$ cat config.mk
export PLATFORM = sky130hd
export DESIGN_NAME = prog_fetch
export DESIGN_NICKNAME = d
export VERILOG_FILES = /design/src/rtl/tis_pkg.sv /design/src/rtl/jmp_decode.sv /design/src/rtl/prog_fetch.sv
export SDC_FILE = /design/constraint.sdc
export NUM_CORES = 1
export LEC_CHECK = 0
export CAP_MARGIN = 5
export CORE_MARGIN = 2
export CORE_UTILIZATION = 54
export DETAILED_ROUTE_END_ITERATION = 16
export PLACE_DENSITY = 0.76
export SLEW_MARGIN = 20
export SYNTH_ARGS = -nofsm -noshare
export SYNTH_HDL_FRONTEND = slang
export SYNTH_SLANG_ARGS = --single-unit
$ cat constraint.sdc
create_clock -name clk -period 10.4 [get_ports clk]
set_clock_uncertainty 0.2 [all_clocks]
set_input_delay 2.08 -clock clk [delete_from_list [all_inputs] [get_ports clk]]
set_output_delay 2.08 -clock clk [all_outputs]
set_load 0.02 [all_outputs]
$ cat src/rtl/tis_pkg.sv
// Shared constants for a TIS-100 node: opcodes, next-address select codes,
// program-fetch FSM states and the jump-target clamp helper.
package tis_pkg;

  localparam logic [4:0] OP_NOP = 5'h00;
  localparam logic [4:0] OP_JMP = 5'h08;
  localparam logic [4:0] OP_JEZ = 5'h09;
  localparam logic [4:0] OP_JNZ = 5'h0A;
  localparam logic [4:0] OP_JGZ = 5'h0B;
  localparam logic [4:0] OP_JLZ = 5'h0C;
  localparam logic [4:0] OP_JRO = 5'h0D;

  localparam logic [1:0] JC_INC  = 2'b00;
  localparam logic [1:0] JC_ABS  = 2'b01;
  localparam logic [1:0] JC_IMM  = 2'b10;
  localparam logic [1:0] JC_ZERO = 2'b11;

  typedef enum logic [1:0] {
    ST_EMPTY = 2'd0,
    ST_LOAD  = 2'd1,
    ST_RUN   = 2'd2
  } state_t;

  // Clamp a signed candidate address into [0, len-1]; len is never 0 in RUN.
  function automatic logic [7:0] clamp_addr(input logic signed [9:0] x,
                                            input logic [8:0] len);
    logic signed [10:0] xe;
    logic signed [10:0] lim;
    xe  = {x[9], x};
    lim = $signed({2'b00, len}) - 11'sd1;
    if (xe < 11'sd0)
      return 8'd0;
    else if (xe > lim)
      return lim[7:0];
    else
      return xe[7:0];
  endfunction

endpackage

$ cat src/rtl/jmp_decode.sv
// Combinational next-address decode: evaluates jump opcodes against the
// accumulator, clamps targets to the loaded program and handles wrap/stall.
module jmp_decode
  import tis_pkg::*;
(
  input  logic        run,
  input  logic        stall,
  input  logic [4:0]  opcode,
  input  logic [7:0]  imm,
  input  logic [10:0] acc,
  input  logic [7:0]  addr,
  input  logic [8:0]  len,
  output logic [1:0]  jmp_cond,
  output logic [7:0]  j_addr
);

  logic              acc_zero;
  logic              acc_neg;
  logic              acc_pos;
  logic              cond_true;
  logic              seq_wrap;
  logic signed [9:0] jro_target;
  logic [7:0]        jmp_target;
  logic [7:0]        jro_clamped;

  assign acc_zero = (acc == 11'd0);
  assign acc_neg  = acc[10];
  assign acc_pos  = !acc_zero && !acc_neg;

  // JMP immediates are absolute addresses (unsigned); JRO offsets are signed.
  assign jmp_target  = clamp_addr($signed({2'b00, imm}), len);
  assign jro_target  = $signed({2'b00, addr}) + $signed({{2{imm[7]}}, imm});
  assign jro_clamped = clamp_addr(jro_target, len);
  assign seq_wrap    = (({1'b0, addr} + 9'd1) >= len);

  // Evaluate the conditional-jump predicate for the current opcode.
  always_comb begin
    cond_true = 1'b0;
    case (opcode)
      OP_JEZ:  cond_true = acc_zero;
      OP_JNZ:  cond_true = !acc_zero;
      OP_JGZ:  cond_true = acc_pos;
      OP_JLZ:  cond_true = acc_neg;
      default: cond_true = 1'b0;
    endcase
  end

  // Priority select: stall hold, taken jump, relative jump, then sequential.
  always_comb begin
    jmp_cond = JC_ZERO;
    j_addr   = 8'd0;
    if (run) begin
      if (stall) begin
        jmp_cond = JC_ABS;
        j_addr   = addr;
      end else if ((opcode == OP_JMP) || cond_true) begin
        jmp_cond = JC_ABS;
        j_addr   = jmp_target;
      end else if (opcode == OP_JRO) begin
        jmp_cond = JC_ABS;
        j_addr   = jro_clamped;
      end else if (seq_wrap) begin
        jmp_cond = JC_ZERO;
      end else begin
        jmp_cond = JC_INC;
      end
    end
  end

endmodule

$ cat src/rtl/prog_fetch.sv
// Program store for one TIS-100 node: streamed program load, combinational
// instruction fetch at the PC stage's address, and next-address control.
module prog_fetch
  import tis_pkg::*;
#(
  parameter int DEPTH = 16,
  parameter int IW    = 18
) (
  input  logic          clk,
  input  logic          rst_n,
  input  logic          load_start,
  input  logic          load_valid,
  input  logic [IW-1:0] load_data,
  input  logic          load_last,
  output logic          load_ready,
  input  logic [10:0]   acc,
  input  logic          port_stall,
  input  logic [7:0]    Addr_instr,
  output logic [IW-1:0] instr,
  output logic [1:0]    jmpCond,
  output logic [7:0]    jAddr,
  output logic          running,
  output logic [7:0]    prog_len
);

  localparam int         AW      = (DEPTH > 1) ? $clog2(DEPTH) : 1;
  localparam logic [7:0] LAST_WP = 8'(DEPTH - 1);

  state_t        state;
  logic [7:0]    wp;
  logic [8:0]    len;
  logic [IW-1:0] mem [DEPTH];
  logic          wr_en;
  logic          load_end;
  logic          in_prog;
  logic [IW-1:0] word;

  // A word written together with load_start is dropped: the new load wins.
  assign wr_en    = (state == ST_LOAD) && load_valid && !load_start;
  assign load_end = wr_en && (load_last || (wp == LAST_WP));

  // Load/run state machine with write pointer and registered program length.
  always_ff @(posedge clk or negedge rst_n) begin
    if (!rst_n) begin
      state <= ST_EMPTY;
      wp    <= 8'd0;
      len   <= 9'd0;
    end else if (load_start) begin
      state <= ST_LOAD;
      wp    <= 8'd0;
      len   <= 9'd0;
    end else if (load_end) begin
      state <= ST_RUN;
      len   <= {1'b0, wp} + 9'd1;
      wp    <= 8'd0;
    end else if (wr_en) begin
      wp <= wp + 8'd1;
    end
  end

  // Program memory write port; contents survive reset.
  always_ff @(posedge clk) begin
    if (wr_en)
      mem[wp[AW-1:0]] <= load_data;
  end

  assign running    = (state == ST_RUN);
  assign load_ready = (state == ST_LOAD);
  assign prog_len   = len[7:0];

  // Addresses past the loaded program read as NOP, as does everything outside RUN.
  assign in_prog = ({1'b0, Addr_instr} < len);
  assign word    = (running && in_prog) ? mem[Addr_instr[AW-1:0]] : '0;
  assign instr   = word;

  jmp_decode u_jmp_decode (
    .run      (running),
    .stall    (port_stall),
    .opcode   (word[4:0]),
    .imm      (word[IW-1:IW-8]),
    .acc      (acc),
    .addr     (Addr_instr),
    .len      (len),
    .jmp_cond (jmpCond),
    .j_addr   (jAddr)
  );

endmodule

Word-level counts from Yosys, hierarchy flattened --
Memories as Yosys holds them, arrays and structs flattened. Index checks and enable logic that the tools add are counted.
Storage, ports and cells: flip-flop bits (word level) 19, latch bits 0, RAM bits 288, memory bits (read-only) 0, input bits 43, output and inout port bits 38, word-level logic and storage cells 59, memories 1
Memory list:
- mem | depth 16, bits a word 18, read ports 1, clocked after memory_dff 0, wr ports 1, RTL line prog_fetch.sv:32 | logic [IW-1:0] mem [DEPTH];
Operators by class: $add $sub $neg 5, multiply operators 0, div/mod/pow operators 0, $lt $le $gt $ge 5, eq/ne operators 9, shift-type cells 0, muxes and demuxes 23, bitwise operators 0, reductions and logical operators 13
Operator list (number):
- two-way mux 8 bit | 10
- equality test 5 x 4 -> 1 bit, second input constant | 6
- adder 8 x 1 -> 9 bit, second input constant | 2
- two-way mux 18 bit | 1
- two-way mux 9 bit | 2
- two-way mux 2 bit | 7
- logical NOT 11 bit | 1
- adder 9 x 8 -> 10 bit | 1
- > comparator 10 bit | 1
- > comparator 9 x 10 -> 1 bit | 1
- less-than comparator 10 x 1 -> 1 bit, second input constant | 1
- subtractor 9 x 1 -> 10 bit, second input constant | 1
- >= comparator 9 bit | 1
- less-than comparator 8 x 9 -> 1 bit | 1
- adder 8 x 1 -> 8 bit, second input constant | 1
- equality test 8 x 4 -> 1 bit, second input constant | 1
- logical AND 1 bit | 5
- one-hot mux 1 bit (4 select lines) | 1
- logical NOT 1 bit | 3
- nonzero test 3 bit | 1
- equality test 2 x 1 -> 1 bit, second input constant | 1
- equality test 2 bit, second input constant | 1
- logical OR 1 bit | 2
- two-way mux 1 bit | 2
- nonzero test 2 bit | 1

Logic depth before layout (Yosys ltp) --
Gate-level depths: netlist of the first run.
depth after elaboration 11, depth in mapped cells 37, gate-level depth less buffers 28

By module --
A second synthesis of the first run with hierarchy kept.
Unflattened totals: cell total of the unflattened synthesis 839, area, all modules 13918.3 um2
By module, submodules not included:
- prog_fetch | instances 1, cells an instance 601, area an instance 12189.2 um2, seq. area each 9123.8 um2
- jmp_decode | instances 1, cells an instance 238, area an instance 1729.2 um2, seq. area each 0.0 um2

Worst setup path before layout of the first run --
Ideal clock, no wire load.
kind input port to output port, start point input port Addr_instr[0], end point output port jAddr[1], arrival 8.969 ns, required time 8.120 ns, path slack -0.849 ns, stages 37, path buffers 9, cell sequence buf_6 > buf_6 > buf_6 > buf_6 > buf_4 > buf_2 > buf_4 > buf_2 > inv_1 > ha_1 > nor2b_1 > o211ai_1 > a21o_1 > nand2_1 > clkbuf_1 > a211oi_1 > ha_1 > inv_1 > fa_1 > inv_1 > maj3_1 > o2111ai_1 > nand2_1 > a21oi_1 > o21ai_1 > xor2_1 > ha_1 > nand3_1 > nor2_1 > nand4_1 > or4_1 > a31o_2 > o2111ai_1 > or4_4 > nor2_4 > or4_1 > a31oi_1
Between the ends: longest elaborated chain between the ends 11, elaborated cells on any way between the ends 23, those cells by class add/sub (1); order compare (4); eq/ne (6); mux (9); reduce/logical (2); memory (1)
Ends and longest elaborated chain:
- start: declaration | RTL line prog_fetch.sv:18 | input logic [7:0] Addr_instr,
- less-than comparator 8 x 9 -> 1 bit | RTL line prog_fetch.sv:72 | assign in_prog = ({1'b0, Addr_instr} < len);
- logical AND 1 bit | RTL line prog_fetch.sv:73 | assign word = (running && in_prog) ? mem[Addr_instr[AW-1:0]] : '0;
- two-way mux 18 bit (*) | RTL line prog_fetch.sv:73
- via instr[10] | RTL line prog_fetch.sv:19 | output logic [IW-1:0] instr,
- adder 9 x 8 -> 10 bit | RTL line jmp_decode.sv:32 | assign jro_target = $signed({2'b00, addr}) + $signed({{2{imm[7]}}, imm});
- > comparator 10 bit | RTL line tis_pkg.sv:33 | else if (xe > lim)
- two-way mux 8 bit | RTL line tis_pkg.sv:33
- two-way mux 8 bit | RTL line tis_pkg.sv:31 | if (xe < 11'sd0)
- two-way mux 8 bit | RTL line jmp_decode.sv:59 | end else if (opcode == OP_JRO) begin
- two-way mux 8 bit (*) | RTL line jmp_decode.sv:56 | end else if ((opcode == OP_JMP) || cond_true) begin
- two-way mux 8 bit (*) | RTL line jmp_decode.sv:53 | if (stall) begin
- two-way mux 8 bit (*) | RTL line jmp_decode.sv:52 | if (run) begin
- end: declaration | RTL line prog_fetch.sv:21 | output logic [7:0] jAddr,
The timed path passes the listed nets; every way through them passes the cells marked *.

Worst setup path after layout of the first run --
start point input port Addr_instr[5], end point output port jAddr[1]
Between the ends: longest elaborated chain between the ends 11, elaborated cells on any way between the ends 22, those cells by class add/sub (1); order compare (4); eq/ne (6); mux (9); reduce/logical (2)
Ends and longest elaborated chain (RTL line):
- less-than comparator 8 x 9 -> 1 bit | prog_fetch.sv:72
- logical AND 1 bit | prog_fetch.sv:73
- two-way mux 18 bit | prog_fetch.sv:73
- adder 9 x 8 -> 10 bit | jmp_decode.sv:32
- > comparator 10 bit | tis_pkg.sv:33
- two-way mux 8 bit | tis_pkg.sv:33
- two-way mux 8 bit | tis_pkg.sv:31
- two-way mux 8 bit | jmp_decode.sv:59
- two-way mux 8 bit (*) | jmp_decode.sv:56
- two-way mux 8 bit (*) | jmp_decode.sv:53
- two-way mux 8 bit (*) | jmp_decode.sv:52
Mark *: on every way between the ends. The rest lies on a longest branch, timed or not.

==> summary.md, run 1 <==
| Metric | Value |
|---|---|
| Outcome | `finished clean` |
| Layout cell share with drive strength beyond 1 | `17.21%` |
| First-pass GRT wire length | `51000 um` |
| Drt pass-1 iters | `5` |
| Max FO, Critical Path | `5` |
| R2R Path End | `wp[0]` |
| Routed wire length | `approximately 34000 um` |
| Final Wtd Congestion | `0.9446` |
| Final slew viol count | `0` |
| Yosys warns | `0` |
| Clk pin slew, worst setup/hold paths | `60 ps` |
| Pwr dens | `between 150 and 200 nW/um2` |
| Slew HR | `a little over two fifths` |
| Max H-tree Level | `1` |
| Total power | `approximately 2.8 mW` |
| Clock tree buffer depth | `3` |
| Antenna diode count | `0` |
| Total global routing overflow | `0` |
| Die H | `about 170 um` |
| Maximum VDD drop | `~0.00015 V` |
| CORE AREA | `25980 um2` |
| Worst-Margin Slew | `about 850 ps` |
| Max-cap violations | `0` |
| Max frequency | `0.09902 GHz` |
| Arr. time, crit path | `7820 ps` |
| Initial antenna violation count | `0` |
| RSZ-0062 raised after global routing | `no` |
| Clk_lat worst skew | `550 ps` |
| Hold EP | `state[0]` |
| Clk sinks | `307` |
| CTS Hold Buffers Added | `0` |
| Critical Path Source Type | `primary input` |
| Drt initial violations | `between 900 and 1000` |
| Crit share post-route | `97.11%` |
| Vias in the first global route | `8671` |
| Setup violators final | `0` |
| Root Buffer | `clkbuf_16` |
| Worst hold slack | `~310 ps` |
| Final min period | `between 10000 and 15000 ps` |
| Reg-to-reg startpoint | `wp[1]` |
| All-Layer GR Usage | `between 20% and 30%` |
| Cell count after synthesis | `~900` |
| Hold depth | `2` |
| Synth Register Bits | `roughly 310` |
| Total CTS buffers | `30` |
| Row count | `just under 60` |
| Syn Nets | `1005` |
| Yosys cell types | `68` |
| Drt wl/cell | `~24 um` |
| Critical Path RT | `around 8100 ps` |
| Slowest CP cell | `or4_4` |
| Post-synth EDFFs | `288` |
| Buffers on Ports | `80` |
| Vias after detailed routing | `between 8000 and 9000` |
| Hold crit path type | `flip-flop to flip-flop` |
| Syn Area/Cell | `~16 um2` |
| Synthesis-to-finish area growth | `17.77%` |
| Ys flop type | `edfxtp_1` |
| Register area share after synthesis | `64.14%` |
| Leak | `~6.1 nW` |
| ANT nets after route | `0` |
| HP Start | `state[0]` |
| Die width | `between 150 and 200 um` |
| Post-Syn Area | `between 10000 and 15000 um2` |
| Slowest stage delay, CP | `between 500 and 600 ps` |
| # fillers | `approximately 1800` |
| Die footprint | `roughly 28000 um2` |
| Initial Util | `approximately 55%` |
| Reg2reg path depth | `8` |
| Largest net degree at the start of global routing | `31` |
| DPL Wire Length | `about 21000 um` |
| Reg-to-reg slack, setup | `~7500 ps` |
| Post-synth ARST share | `between 6 and 7%` |
| Final #Nets | `approximately 1100` |
| Io pins | `between 80 and 90` |
| Drt via density | `6.199` |
| Crit Path Class | `primary input to primary output` |
| CP endpoint kind | `primary output` |
| DRC Markers | `0` |
| CTS tree | `built` |
| Hold Fails Final Rpt | `0` |
==> sequential cells by signal, indices dropped and copies added (netlist names) <==
signal	flops
len	9
mem	288
state	2
wp	8
==> final cells by class <==
cell class              count  area [um2]  share of cell area [%]
clock buffers              33       783.3                   4.676
clock inverters            21       227.7                   1.359
inverters                  40       150.1                  0.8963
multi-input cells         525        4745                   28.32
flip-flops and latches    307        9124                   54.47
well taps                 335       419.2                   2.502
repair buffers            143        1303                   7.776
==> layout by cell type (no fill, tap or decap), types with 24 or more instances in the layout <==
cell type / Yosys / final
clkdlybuf4s50_1: 0 / 69
inv_1: 38 / 38
o221ai_1: 25 / 25
clkbuf_16: 0 / 31
mux4_2: 47 / 47
a21oi_1: 26 / 26
mux2i_1: 65 / 65
nor2_1: 30 / 29
ha_1: 46 / 45
buf_4: 12 / 61
o21ai_0: 24 / 24
edfxtp_1: 288 / 288
nand2_1: 43 / 42
==> metrics by stage <==
| step | area, um2 | setup WS, ps | util [%] | std cells | setup TNS, ps |
|---|---|---|---|---|---|
| global route | 16750 | 22.02 | 64.46 | 1404 | 0 |
| finish | 16750 | 301.0 | 64.46 | 1404 | 0 |
| global placement | 15720 | 90.51 | 60.50 | 1349 | 0 |
| detailed placement | 15720 | -76.22 | 60.50 | 1349 | -76.22 |
| floorplan | 14310 | -15.86 | - | 915 | -30.27 |
| CTS | 16730 | 95.59 | 64.38 | 1403 | 0 |
==> worst max path at each step <==
stage / start / to / slack, ps / cells after the start
after global routing: Addr_instr[6] / jAddr[1] / 20 / 29
after detailed placement: Addr_instr[5] / jAddr[1] / -80 / 27
final: Addr_instr[5] / jAddr[1] / 300 / 27
after global placement: Addr_instr[6] / jAddr[1] / 90 / 29
after floorplan: Addr_instr[0] / jAddr[5] / -20 / 32
after CTS: Addr_instr[5] / jAddr[7] / 100 / 26
==> power by group <==
| group | internal [mW] | leakage [nW] | switching, mW | total [mW] |
|---|---|---|---|---|
| registers | 1.37 | 2.85 | 0.00881 | 1.38 |
| clock network | 0.662 | 0.493 | 0.435 | 1.10 |
| logic | 0.131 | 2.71 | 0.176 | 0.307 |
| total | 2.16 | 6.06 | 0.620 | 2.78 |
==> cells by family (layout without fill, tap and decap cells) <==
group | after synthesis | count (layout) | share of synthesized area [%]
buffers and inverters | 83 | 237 | 2.824
AOI/OAI and AO/OA | 152 | 152 | 7.592
xor gates and xnor gates | 28 | 28 | 1.777
and+or+nand+nor | 175 | 175 | 6.386
DFF | 307 | 307 | 64.14
muxes | 122 | 122 | 13.02
adders and majority gates | 48 | 48 | 4.258
==> metal layers <==
metal | global-route usage [%] | wire length [um] | part of all wire (%) | vias to the layer above
met1 | 32.80 | 13530 | 40 | 4341
met2 | 40.86 | 16370 | 49 | 413
li1 | - | - | - | 3881
met4 | 7.009 | 928 | 2.8 | 0
met5 | 0 | 0 | 0 | -
met3 | 3.551 | 2672 | 8.0 | 69
==> Yosys cell counts, drive strengths merged (10+ instances only) <==
master / number / share of area (%)
o221ai: 25 / 1.5
edfxtp: 288 / 61
xnor2: 19 / 1.2
nand2: 43 / 1.1
a211oi: 15 / 0.88
clkbuf: 18 / 0.47
mux4: 49 / 7.8
nor2: 31 / 0.87
nor3: 13 / 0.46
o22ai: 16 / 0.70
nand3: 15 / 0.53
and2: 20 / 0.88
buf: 25 / 1.3
a21oi: 26 / 0.91
nor2b: 10 / 0.44
mux2i: 65 / 4.6
o21ai: 30 / 1.1
inv: 39 / 1.0
dfrtp: 19 / 3.3
ha: 46 / 4.0
==> critical path, delay by kind of cell <==
kind                     cells  cell delay (ps)
AND/OR/NAND/NOR             12             2410
AO/OA/AOI/OAI                8             1570
adder cells (fa/ha/maj)      3              840
buffers and inverters        3              730
XOR/XNOR                     1              170
==> repair_timing <==
item | 4_1_cts | 5_1_grt
gates resized for setup | 1 | 9
endpoints found under the setup margin | 1 | 8
buffers inserted | 0 | 1
Note: power is estimated with default switching activity, not from simulation.
==> run 2: changes to the inputs <==
--- a/config.mk
+++ b/config.mk
@@ -8,8 +8,11 @@
 export CAP_MARGIN = 5
 export CORE_MARGIN = 2
 export CORE_UTILIZATION = 54
+export CTS_CLUSTER_DIAMETER = 200
 export DETAILED_ROUTE_END_ITERATION = 16
 export PLACE_DENSITY = 0.76
+export SETUP_SLACK_MARGIN = 0.15
+export SKIP_LAST_GASP = 1
 export SLEW_MARGIN = 20
 export SYNTH_ARGS = -nofsm -noshare
 export SYNTH_HDL_FRONTEND = slang
==> summary.md, run 2 (same netlist as run 1, synthesis figures left out) <==
| Metric | Value |
|---|---|
| Largest net degree at the start of global routing | `44 (+42%)` |
| Setup violators final | `0 (unchanged)` |
| Initial antenna violation count | `0 (unchanged)` |
| Sequential Power Share | `50.0% (+0.5 points)` |
| Slowest CP cell | `or4_4` |
| Maximum VDD drop | `0.0001255 V (-14%)` |
| Total CTS buffers | `30 (unchanged)` |
| Clk pin slew, worst setup/hold paths | `60 ps (about the same)` |
| P_sw | `0.6259 mW (+0.98%)` |
| CTS Hold Buffers Added | `0 (unchanged)` |
| Max frequency | `0.09895 GHz (about the same)` |
| Routed wire length | `34150 um (+1.9%)` |
| Root Buffer | `clkbuf_16` |
| Buffers on Ports | `80 (unchanged)` |
| Synthesis-to-finish area growth | `17.49%` |
| CTS tree | `built` |
| Non-Filler Instances | `1402 (-0.14%)` |
| Initial Util | `54.74% (unchanged)` |
| Vias after detailed routing | `8688 (-0.18%)` |
| CORE AREA | `25980 um2 (unchanged)` |
| Clk_lat worst skew | `550 ps (about the same)` |
| Row count | `59 (unchanged)` |
| Crit Path Class | `primary input to primary output` |
| Clock Power Share | `38.5% (-1.0 points)` |
| Die footprint | `27650 um2 (unchanged)` |
| # placed instances | `1345 (-0.30%)` |
| Final Wtd Congestion | `0.9229 (-2.3%)` |
| Final min period | `10110 ps (+7.014 ps)` |
| Drt wl/cell | `24.36 um (+2.1%)` |
| Clk sinks | `307 (unchanged)` |
| Max H-tree Level | `1 (unchanged)` |
| DRC Markers | `0 (unchanged)` |
| Area after DPL | `15710 um2 (about the same)` |
| Leading cell type in the layout, fill and taps excluded | `edfxtp_1` |
| Crit share post-route | `97.17% (about the same)` |
| Clock tree buffer depth | `3 (unchanged)` |
| Layout cell share with drive strength beyond 1 | `18.56% (+1.3 points)` |
| Leak | `5.936 nW (-2.0%)` |
| First-pass GRT wire length | `52130 um (+2.2%)` |
| DPL Wire Length | `22000 um (+2.3%)` |
| ANT nets after route | `0 (unchanged)` |
| Drt initial violations | `844 (-14%)` |
| Worst-Margin Slew | `853.7 ps (+2.509 ps)` |
| Most frequent cells in the layout | `edfxtp_1, clkdlybuf4s50_1, mux2i_1, buf_4, mux4_2` |
| Hold crit path type | `flip-flop to flip-flop` |
| Critical Path RT | `8120 ps (about the same)` |
| Max-cap violations | `0 (unchanged)` |
| Pwr dens | `164.6 nW/um2 (-0.80%)` |
| RSZ-0062 raised after global routing | `yes` |
| Die H | `166.3 um (unchanged)` |
| Die width | `166.3 um (unchanged)` |
| Slowest stage delay, CP | `500 ps (-20 ps)` |
| Pint | `2.125 mW (-1.6%)` |
| Drt pass-1 iters | `5 (unchanged)` |
| Drt via density | `6.197 (about the same)` |
| Critical Path Source Type | `primary input` |
| Outcome | `finished clean` |
| Hold Fails Final Rpt | `0 (unchanged)` |
| Final #Nets | `1135 (-0.18%)` |
| Slew HR | `42.91% (-0.17 points)` |
| Total power | `2.751 mW (-1.0%)` |
| Arr. time, crit path | `7830 ps (about the same)` |
| Total global routing overflow | `0 (unchanged)` |
| Io pins | `81 (unchanged)` |
| Max FO, Critical Path | `5 (unchanged)` |
| Vias in the first global route | `8816 (+1.7%)` |
| Final instance area | `16710 um2 (-0.24%)` |
| Final slew viol count | `0 (unchanged)` |
| Largest register FFs | `288 (unchanged)` |
| Switching portion of total power | `22.75% (+0.46 points)` |
| Antenna diode count | `0 (unchanged)` |
| Setup TNS | `0 ps (unchanged)` |
| CP endpoint kind | `primary output` |
| Combinational share of power | `11.5% (+0.5 points)` |
| All-Layer GR Usage | `24.76% (+0.68 points)` |
run 2: cell count changes in the layout (fill, tap and decap cells not counted), moves of 3 or more:
cell / delta
clkdlybuf4s15_1: +4
clkbuf_1: +6
buf_4: -3
dlymetal6s2s_1: -6
clkinv_1: -9
clkinv_2: +3
run 2: stage by stage:
step	utilization, %	hold WS, ps	setup WS (ps)
global route	64.31	358.3	-47.35
floorplan	-	252.5	21.12
detailed placement	60.46	275.1	-61.67
CTS	64.19	300.4	160.4
global placement	60.46	266.6	77.10
finish	64.31	304.2	294.0
run 2: per-layer routing:
metal / vias up / global-route usage, % / share of wire (%)
li1: 3882 / - / -
met1: 4335 / 32.75 / 39
met2: 390 / 42.41 / 50
met3: 81 / 3.646 / 7.5
met4: 0 / 8.583 / 3.1
met5: - / 0 / 0
run 2: power by group through the flow:
| stage | sequential, mW | clock (mW) | combinational, mW |
|---|---|---|---|
| after floorplan | 1.40 | 0 | 0.206 |
| after CTS | 1.38 | 1.07 | 0.313 |
| after global routing | 1.38 | 1.12 | 0.344 |
| after detailed placement | 1.40 | 0 | 0.311 |
| final | 1.38 | 1.06 | 0.317 |
| after global placement | 1.40 | 0 | 0.308 |
run 2: timing repair:
item | CTS | global route
gates cloned | 0 | 0
endpoints found under the setup margin | 7 | 8
buffers inserted | 0 | 2
gates resized for setup | 7 | 14
pin swaps | 0 | 3
run 2: area by class of cell:
type | count | area (um2)
Fill cell | 1783 | 9274
Inverter | 40 | 150.1
Multi-Input combinational cell | 525 | 4775
Tap cell | 335 | 419.2
Clock buffer | 39 | 805.8
Clock inverter | 15 | 171.4
Sequential cell | 307 | 9124
Timing Repair Buffer | 141 | 1266
run 2: worst max-delay path, delay by kind of cell:
kind	cells	cell delay, ps
AOI/OAI and AO/OA	8	1260
xor gates and xnor gates	1	80
adders and majority gates	5	1410
buffers and inverters	4	860
and+or+nand+nor	11	2100
run 2: path summary, 6_finish.rpt:
path / endpoint / from / cells after the start / slack, ps
worst max-delay path: jAddr[1] / Addr_instr[7] / 29 / 290
worst min-delay path: state[0] / state[0] / 2 / 300
worst max register to register: wp[0] / wp[1] / 8 / 7550
worst min register to register: state[0] / state[0] / 2 / 300
max in group asynchronous: len[1] / rst_n / 1 / 7650
min in group asynchronous: len[7] / rst_n / 1 / 1820
